===== src/rtl/imem_loader.sv =====
// Boot loader: consumes a length-prefixed little-endian byte stream and writes it
// into instruction memory, holding the core in reset until the last word lands.
module imem_loader #(
   parameter int ADDR_W = 9,
   parameter int DATA_W = 32
) (
   input  logic              clk,
   input  logic              reset,
   input  logic              byte_valid,
   input  logic [7:0]        byte_data,
   output logic              byte_ready,
   output logic              imem_we,
   output logic [ADDR_W-1:0] imem_addr,
   output logic [DATA_W-1:0] imem_wdata,
   output logic              core_reset,
   output logic              load_done,
   output logic              load_err
);

   typedef enum logic [2:0] {HDR0, HDR1, DATA, WRITE, DONE, ERR} state_t;

   localparam logic [16:0] DEPTH = 17'(1) << ADDR_W;

   state_t              state_reg, state_next;
   logic [7:0]          n_lo_reg;
   logic [ADDR_W:0]     n_reg;
   logic [ADDR_W:0]     idx_reg;
   logic [1:0]          lane_reg;
   logic [DATA_W-1:0]   asm_reg;
   logic [DATA_W-1:0]   asm_next;
   logic [ADDR_W-1:0]   addr_reg;
   logic [DATA_W-1:0]   wdata_reg;

   logic                xfer;
   logic [16:0]         n_full;
   logic                hdr_bad;
   logic                last_word;

   assign xfer      = byte_valid && byte_ready;
   assign n_full    = {1'b0, byte_data, n_lo_reg};
   assign hdr_bad   = (n_full == 17'd0) || (n_full > DEPTH);
   assign last_word = (idx_reg == n_reg - (ADDR_W+1)'(1));

   // Byte steering into the assembly register, one lane per byte position.
   genvar gi;
   generate
      for (gi = 0; gi < 4; gi++) begin : g_lane
         assign asm_next[8*gi +: 8] = (state_reg == DATA && xfer && lane_reg == 2'(gi))
                                      ? byte_data : asm_reg[8*gi +: 8];
      end
   endgenerate

   always_ff @(posedge clk) begin
      if (reset) begin
         state_reg <= HDR0;
      end else begin
         state_reg <= state_next;
      end
   end

   always_comb begin
      state_next = state_reg;
      case (state_reg)
         HDR0:    if (xfer) state_next = HDR1;
         HDR1:    if (xfer) state_next = hdr_bad ? ERR : DATA;
         DATA:    if (xfer && lane_reg == 2'd3) state_next = WRITE;
         WRITE:   state_next = last_word ? DONE : DATA;
         DONE:    state_next = DONE;
         ERR:     state_next = ERR;
         default: state_next = HDR0;
      endcase
   end

   always_comb begin
      byte_ready = (state_reg == HDR0) || (state_reg == HDR1) || (state_reg == DATA);
      // Gated by reset so an abort landing on the WRITE cycle never commits.
      imem_we    = (state_reg == WRITE) && !reset;
      core_reset = (state_reg != DONE);
      load_done  = (state_reg == DONE);
      load_err   = (state_reg == ERR);
   end

   always_ff @(posedge clk) begin
      if (reset) begin
         n_lo_reg  <= '0;
         n_reg     <= '0;
         idx_reg   <= '0;
         lane_reg  <= '0;
         asm_reg   <= '0;
         addr_reg  <= '0;
         wdata_reg <= '0;
      end else begin
         case (state_reg)
            HDR0: if (xfer) n_lo_reg <= byte_data;
            HDR1: if (xfer) begin
               n_reg    <= n_full[ADDR_W:0];
               idx_reg  <= '0;
               lane_reg <= '0;
            end
            DATA: if (xfer) begin
               lane_reg <= lane_reg + 2'd1;
               asm_reg  <= asm_next;
               // Capture the write operands as the fourth byte lands; they then hold.
               if (lane_reg == 2'd3) begin
                  addr_reg  <= idx_reg[ADDR_W-1:0];
                  wdata_reg <= asm_next;
               end
            end
            WRITE: if (!last_word) idx_reg <= idx_reg + (ADDR_W+1)'(1);
            default: ;
         endcase
      end
   end

   assign imem_addr  = addr_reg;
   assign imem_wdata = wdata_reg;

endmodule


===== config.mk =====
export PLATFORM = sky130hd
export DESIGN_NAME = imem_loader
export DESIGN_NICKNAME = d
export VERILOG_FILES = /design/src/rtl/imem_loader.sv
export SDC_FILE = /design/constraint.sdc
export NUM_CORES = 1
export LEC_CHECK = 0
export ABC_AREA = 1
export CAP_MARGIN = 10
export CELL_PAD_IN_SITES_DETAIL_PLACEMENT = 1
export CELL_PAD_IN_SITES_GLOBAL_PLACEMENT = 2
export CORE_ASPECT_RATIO = 2
export CORE_MARGIN = 3
export CORE_UTILIZATION = 28
export DETAILED_ROUTE_END_ITERATION = 8
export PLACE_DENSITY = 0.85
export SETUP_SLACK_MARGIN = 0.1
export SYNTH_ARGS = -nofsm -noshare
export SYNTH_HDL_FRONTEND = slang
export SYNTH_SLANG_ARGS = --single-unit

===== constraint.sdc =====
create_clock -name clk -period 1.8 [get_ports clk]
set_input_delay 0.36 -clock clk [delete_from_list [all_inputs] [get_ports clk]]
set_output_delay 0.36 -clock clk [all_outputs]
set_load 0.005 [all_outputs]

## After elaboration in Yosys (flattened, before gate mapping)

Cells that the tools add are included.

| storage, ports and cells | value |
|---|---|
| flip-flop bits (word level) | 106 |
| bits of input ports | 11 |
| output and inout port bits | 46 |
| logic and storage cells | 67 |

| operators by class | value |
|---|---|
| $add $sub $neg | 3 |
| $lt $le $gt $ge | 1 |
| equal/unequal tests | 15 |
| muxes and demuxes | 16 |
| reduce and logical (&&, ||, !) cells | 24 |

Operators by type and width:

| kind | count |
|---|---|
| $mux 8 | 4 |
| $mux 10 | 2 |
| $pmux 10 s2 | 1 |
| $pmux 3 s6 | 1 |
| $logic_not 17->1 | 1 |
| $gt 16x10->1 const B | 1 |
| $mux 3 | 5 |
| $reduce_and 3->1 | 4 |
| $add 10x1->10 const B | 1 |
| $eq 10x10->1 | 1 |
| $sub 10x1->10 const B | 1 |
| $logic_and 1x1->1 | 8 |
| $ne 2x2->1 const B | 4 |
| $eq 3x2->1 const B | 2 |
| $eq 3x3->1 const B | 2 |
| $reduce_and 2->1 | 3 |
| $eq 2x2->1 const B | 2 |
| $mux 2 | 2 |
| $pmux 2 s2 | 1 |
| $reduce_bool 2->1 | 2 |
| $eq 3x1->1 const B | 1 |
| $logic_not 3->1 | 1 |
| $logic_or 1x1->1 | 3 |
| $ne 3x3->1 const B | 1 |
| other kinds (5) | 5 |

## Longest topological paths before layout

| logic depth | value |
|---|---|
| depth in word-level cells | 7 |
| gate-level depth with buffers | 14 |
| gate-level depth less buffers | 14 |

## Worst setup path before layout

OpenSTA, ideal clock, no wires.

| timing | value |
|---|---|
| path type | reg2reg |
| start point | register n_reg[0] |
| end point | register idx_reg[8] |
| setup time | 71 ps |
| arrival | 1680 ps |
| required time | 1729 ps |
| setup slack | 49 ps |
| cell stages (with the launch flop) | 15 |
| path buffers | 0 |
| period minus slack after synthesis | 1751 ps |
| cells stage by stage | dfxtp_1 inv_1 ha_1 inv_1 nand2_1 nand2_1 nor2_1 nand3_1 nor2_1 nand2_1 nor2_4 nand4_4 nand2_4 nand2_1 a21oi_1 |

| between the ends | value |
|---|---|
| longest elaborated chain between the ends | 4 |

RTL lines:

| item | line | text |
|---|---|---|
| start: declaration | 26 | `logic [ADDR_W:0] n_reg;` |
| start signal: assignment | 96 | `n_reg <= n_full[ADDR_W:0];` |
| $sub 10x1->10 | 42 | `assign last_word = (idx_reg == n_reg - (ADDR_W+1)'(1));` |
| $eq 10x10->1 | 42 |  |
| $ne 2x2->1 (no line) | - |  |
| $reduce_and 3->1 (no line) | - |  |
| end signal: assignment | 109 | `WRITE: if (!last_word) idx_reg <= idx_reg + (ADDR_W+1)'(1);` |
| end: declaration | 27 | `logic [ADDR_W:0] idx_reg;` |

No other way between the ends.
A chain may end at the register's enable or synchronous reset.

## Final worst setup path

| timing | value |
|---|---|
| start point | register state_reg[2] |
| end point | register wdata_reg[5] (netlist: imem_wdata[5]) |

| between the ends | value |
|---|---|
| longest elaborated chain between the ends | 7 |
| elaborated cells on any way between the ends | 10 |
| those cells by class | 2 x eq/ne; 1 x mux; 7 x reduce/logical |

RTL lines:

| item | line | text |
|---|---|---|
| start: declaration | 24 | `state_t state_reg, state_next;` |
| start signal: assignment | 57 | `state_reg <= state_next;` |
| $eq 3x1->1 or $logic_not 3->1 (tied branches) | 75 | `byte_ready = (state_reg == HDR0) \|\| (state_reg == HDR1) \|\| (state_reg == DATA);` |
| $logic_or 1x1->1 (2 in a row) | 75 |  |
| $logic_and 1x1->1 | 39 | `assign xfer = byte_valid && byte_ready;` |
| $logic_and 1x1->1 (2 in a row) | 48 | `assign asm_next[8*gi +: 8] = (state_reg == DATA && xfer && lane_reg == 2'(gi))` |
| $mux 8 | 49 | `? byte_data : asm_reg[8*gi +: 8];` |
| end signal: assignment | 106 | `wdata_reg <= asm_next;` |
| end: declaration | 32 | `logic [DATA_W-1:0] wdata_reg;` |

Parallel ways exist; a longest one is shown, timed or not.

==> results <==
- The remaining antenna violation count after routing is 0.
- After detailed routing, the met3 layer carries 454 um of wire.
- The arrival time reported for the critical path endpoint is 2.23 ns.
- The number of vias per cell is 5.00.
- Averaged over all synthesized cells, the footprint is 7.43 um^2.
- The total congestion overflow after global routing is 0.
- The worst setup path is captured at a register.
- Setup repair after global routing could not meet its margin everywhere.
- After floorplanning, the core was divided into 64 placement rows.
- Summing every instance area after synthesis gives 0.00438 mm^2.
- Summing all flip-flop and latch instances after layout gives 0.00197 mm^2.
- Clock skew on the completed layout was measured at 0.0107 ns.
- The leakage power is 0.00303 uW.
- The final critical delay including setup and external delays is 1.99 ns.
- The critical path launch point is state_reg[2].
- The critical path is of the reg -> reg type.
- The register with the most flip-flops in the layout has 32 of them.
- Summed over all nets, the half-perimeter wirelength after detailed placement is 11,200 um.
- TritonCTS built the clock tree.
- Total power for the finished layout comes to 5140 uW.
- The pin count of the biggest net entering global routing is 33.
- VDD sags by at most 0.522 mV.
- The worst-case clock buffer depth is 2.
- The later pin in the worst-skew pair is clocked with a latency of 0.35 ns.
- The path category of the worst min-delay check is in -> reg.
- The count of endpoints failing setup in the final report is 46.
- Relative to the synthesized area, the layout overhead comes to 66.3%.
- The count of final hold-check violations is 0.
- The first global-routing pass estimated 27,500 um of wire.
- At the pin with the least slew margin, the transition time is 0.440 ns.
- The detailed-route via count is 4,681.
- The cell count after synthesis came out at 589.
- The horizontal die dimension is 94.4 um.
- The total clock buffers created by CTS is 9.
- The final routed wirelength across all metal layers is 18,900 um.
- The count of cell types in the netlist is 30.
- Along the worst path, the maximum fanout reaches 5.
- Routability-driven placement finished with a final weighted congestion of 0.898.
- The worst hold path begins at byte_data[4].
- The most common library cell in the layout ignoring fill and taps is sky130_fd_sc_hd__dfxtp_1.
- The worst setup path is launched from a register.
- The per-cell routed wire length is 20.2 um.
- The number of nets in the layout is 751.
- The clock sink total is 98.
- The startpoint of the most critical register-to-register path is state_reg[2].
- For this block, the initial DRC count from the detailed router was 146.
- After layout, the worst path uses 111% of the clock period.
- The core region area is 0.0153 mm^2.
- Before CTS, the worst setup slack after placement is -0.381 ns.
- The worst path setup slack after routing is -0.192 ns.
- The number of global-route vias before repair is 5,169.
- The starting density of the core is 28.6%.
- The fraction of layout instances using a drive strength above 1 is 37.9%.
- The clock-pin slew on the worst setup and hold paths is 0.08 ns.
- The final-report max-slew violation count was 0.
- The net count after synthesis is 606.
- The diode insertion count for antenna repair is 0.
- The first detailed-routing pass ran for 4 iterations.
- The remaining routing DRC violations is 0.
- Static timing analysis puts the maximum clock frequency at 0.502 GHz.
- Global routing consumed, over all layers together, 20.9% of the routing resources.
- The run finished, with violations left.
- The total of max-cap violations is 0.
- The filler cells instantiated in the layout total 1,759.
- The relative max-transition margin is 70.7%.
- The number of antenna violations at the first check in global routing is 0.
- The number of top-level design ports is 57.
- For this run, the register share of the synthesized area comes to 44.8%.
- For this block, wires on met1 add up to 5980 um.
- The maximum level of the CTS H-tree is 3.
- The power density over cell area is 706 mW/mm^2.
- The final reports fail on setup timing.
- Clock tree synthesis selected as its root buffer the cell sky130_fd_sc_hd__clkbuf_16.
- The yosys synthesis warning count is 0.
- The number of hold-repair buffers added at the cts stage is 0.
- The die span in y is 183 um.
- After detailed routing, the met2 layer carries 11,100 um of wire.
- The top layer reached by signal wires is met4.
- The die covers 0.0173 mm^2.
- The required time of the critical path is 2.03 ns.
- The area taken by multi-input logic gates is 0.00280 mm^2.
- The number of buffer cells added on primary ports is 56.
- The synthesized design contains 98 register bits.
- In the layout the commonest cells are 94 x sky130_fd_sc_hd__dfxtp_1, 64 x sky130_fd_sc_hd__buf_4, 61 x sky130_fd_sc_hd__nor2_1, 59 x sky130_fd_sc_hd__inv_1, 56 x sky130_fd_sc_hd__nand2_1.
==> repair_timing <==
| action | CTS | global route |
|---|---|---|
| resized for setup | 134 | 128 |
| endpoints found under the setup margin | 54 | 75 |
| gates cloned | 10 | 1 |
| buffers inserted | 22 | 7 |
| pin swaps | 19 | 38 |
==> layout make-up <==
type,instances,area share [%]
flip-flops and latches,98,27.1
clock inverters,5,0.860
clock buffers,11,3.20
well taps,198,3.40
multi-input cells,394,38.4
repair inverters,1,0.224
repair buffers,156,22.7
inverters,74,4.09
==> synthesized netlist by cell type <==
cell / number / area share, %
sky130_fd_sc_hd__nand2_1: 105 / 9.0
sky130_fd_sc_hd__dfxtp_1: 98 / 45
sky130_fd_sc_hd__nor2_1: 83 / 7.1
sky130_fd_sc_hd__inv_1: 69 / 5.9
sky130_fd_sc_hd__a21oi_1: 61 / 7.0
sky130_fd_sc_hd__o21ai_0: 32 / 3.7
sky130_fd_sc_hd__nand3_1: 25 / 2.9
sky130_fd_sc_hd__o211ai_1: 24 / 4.1
sky130_fd_sc_hd__clkbuf_1: 13 / 1.1
sky130_fd_sc_hd__buf_2: 12 / 1.4
sky130_fd_sc_hd__xor2_1: 10 / 2.0
sky130_fd_sc_hd__mux2i_1: 9 / 2.1
sky130_fd_sc_hd__ha_1: 6 / 1.7
sky130_fd_sc_hd__nor3_1: 6 / 0.69
sky130_fd_sc_hd__inv_2: 5 / 0.43
sky130_fd_sc_hd__nor2_2: 5 / 0.71
sky130_fd_sc_hd__nand2_2: 4 / 0.57
sky130_fd_sc_hd__xnor2_1: 4 / 0.80
sky130_fd_sc_hd__a211oi_1: 3 / 0.51
sky130_fd_sc_hd__nand3b_1: 2 / 0.34
sky130_fd_sc_hd__nand4_1: 2 / 0.29
sky130_fd_sc_hd__nor2_4: 2 / 0.51
sky130_fd_sc_hd__o31ai_1: 2 / 0.34
sky130_fd_sc_hd__a21boi_0: 1 / 0.17
sky130_fd_sc_hd__nand2_4: 1 / 0.26
sky130_fd_sc_hd__nand3_4: 1 / 0.40
sky130_fd_sc_hd__nand4_4: 1 / 0.49
sky130_fd_sc_hd__nor2_8: 1 / 0.46
sky130_fd_sc_hd__nor4_1: 1 / 0.14
sky130_fd_sc_hd__or2_2: 1 / 0.14
==> per-stage QoR <==
stage | cell area, um^2 | util, % | hold slack [ns] | TNS [ns] | instances
4_1_cts | 6720 | 43.9 | 0.477 | -2.06 | 931
3_3_place_gp | 5630 | 36.8 | 0.457 | -7.10 | 883
2_1_floorplan | 4390 | - | 0.441 | 0 | 589
5_1_grt | 7280 | 47.6 | 0.377 | -7.61 | 937
6_report | 7280 | 47.6 | 0.369 | -3.01 | 937
3_5_place_dp | 5630 | 36.8 | 0.465 | -10.01 | 883
==> path summary, 6_finish.rpt <==
kind	end	depth (start not counted)	slack [ns]
worst max-delay path	imem_wdata[5]	15	-0.19
worst min-delay path	imem_wdata[28]	3	0.37
worst max register to register	imem_wdata[5]	15	-0.19
worst min register to register	imem_wdata[30]	2	0.48
==> power by group <==
group	switching (uW)	internal (uW)	leakage (uW)
logic	569	328	0.00210
clock network	894	1090	0.000136
registers	40.6	2220	0.000794
==> cells by family after synthesis <==
kind of cell	Yosys count	synth area share, %
xor gates and xnor gates	14	2.80
buffers and inverters	99	8.83
DFF	98	44.8
and+or+nand+nor	240	24.0
muxes	9	2.06
AOI/OAI and AO/OA	123	15.8
adders and majority gates	6	1.72
==> critical path, cell delays in order (launching register included) <==
cell,delay (ns)
sky130_fd_sc_hd__dfxtp_4,0.36
sky130_fd_sc_hd__buf_6,0.12
sky130_fd_sc_hd__nor2_4,0.09
sky130_fd_sc_hd__inv_2,0.06
sky130_fd_sc_hd__nor2_4,0.12
sky130_fd_sc_hd__inv_4,0.07
sky130_fd_sc_hd__nor2_8,0.13
sky130_fd_sc_hd__inv_4,0.05
sky130_fd_sc_hd__nor2_4,0.10
sky130_fd_sc_hd__buf_12,0.14
sky130_fd_sc_hd__buf_12,0.12
sky130_fd_sc_hd__buf_12,0.09
sky130_fd_sc_hd__buf_12,0.12
sky130_fd_sc_hd__nand2_2,0.06
sky130_fd_sc_hd__o211ai_1,0.13
sky130_fd_sc_hd__inv_1,0.10
==> per-layer routing <==
metal  GRT usage, %  vias up
li1               -     2194
met1           18.9     2293
met2           41.7      119
met3           2.42       75
met4           13.3        0
met5              0        -
Power figures use the tool's default switching activity.
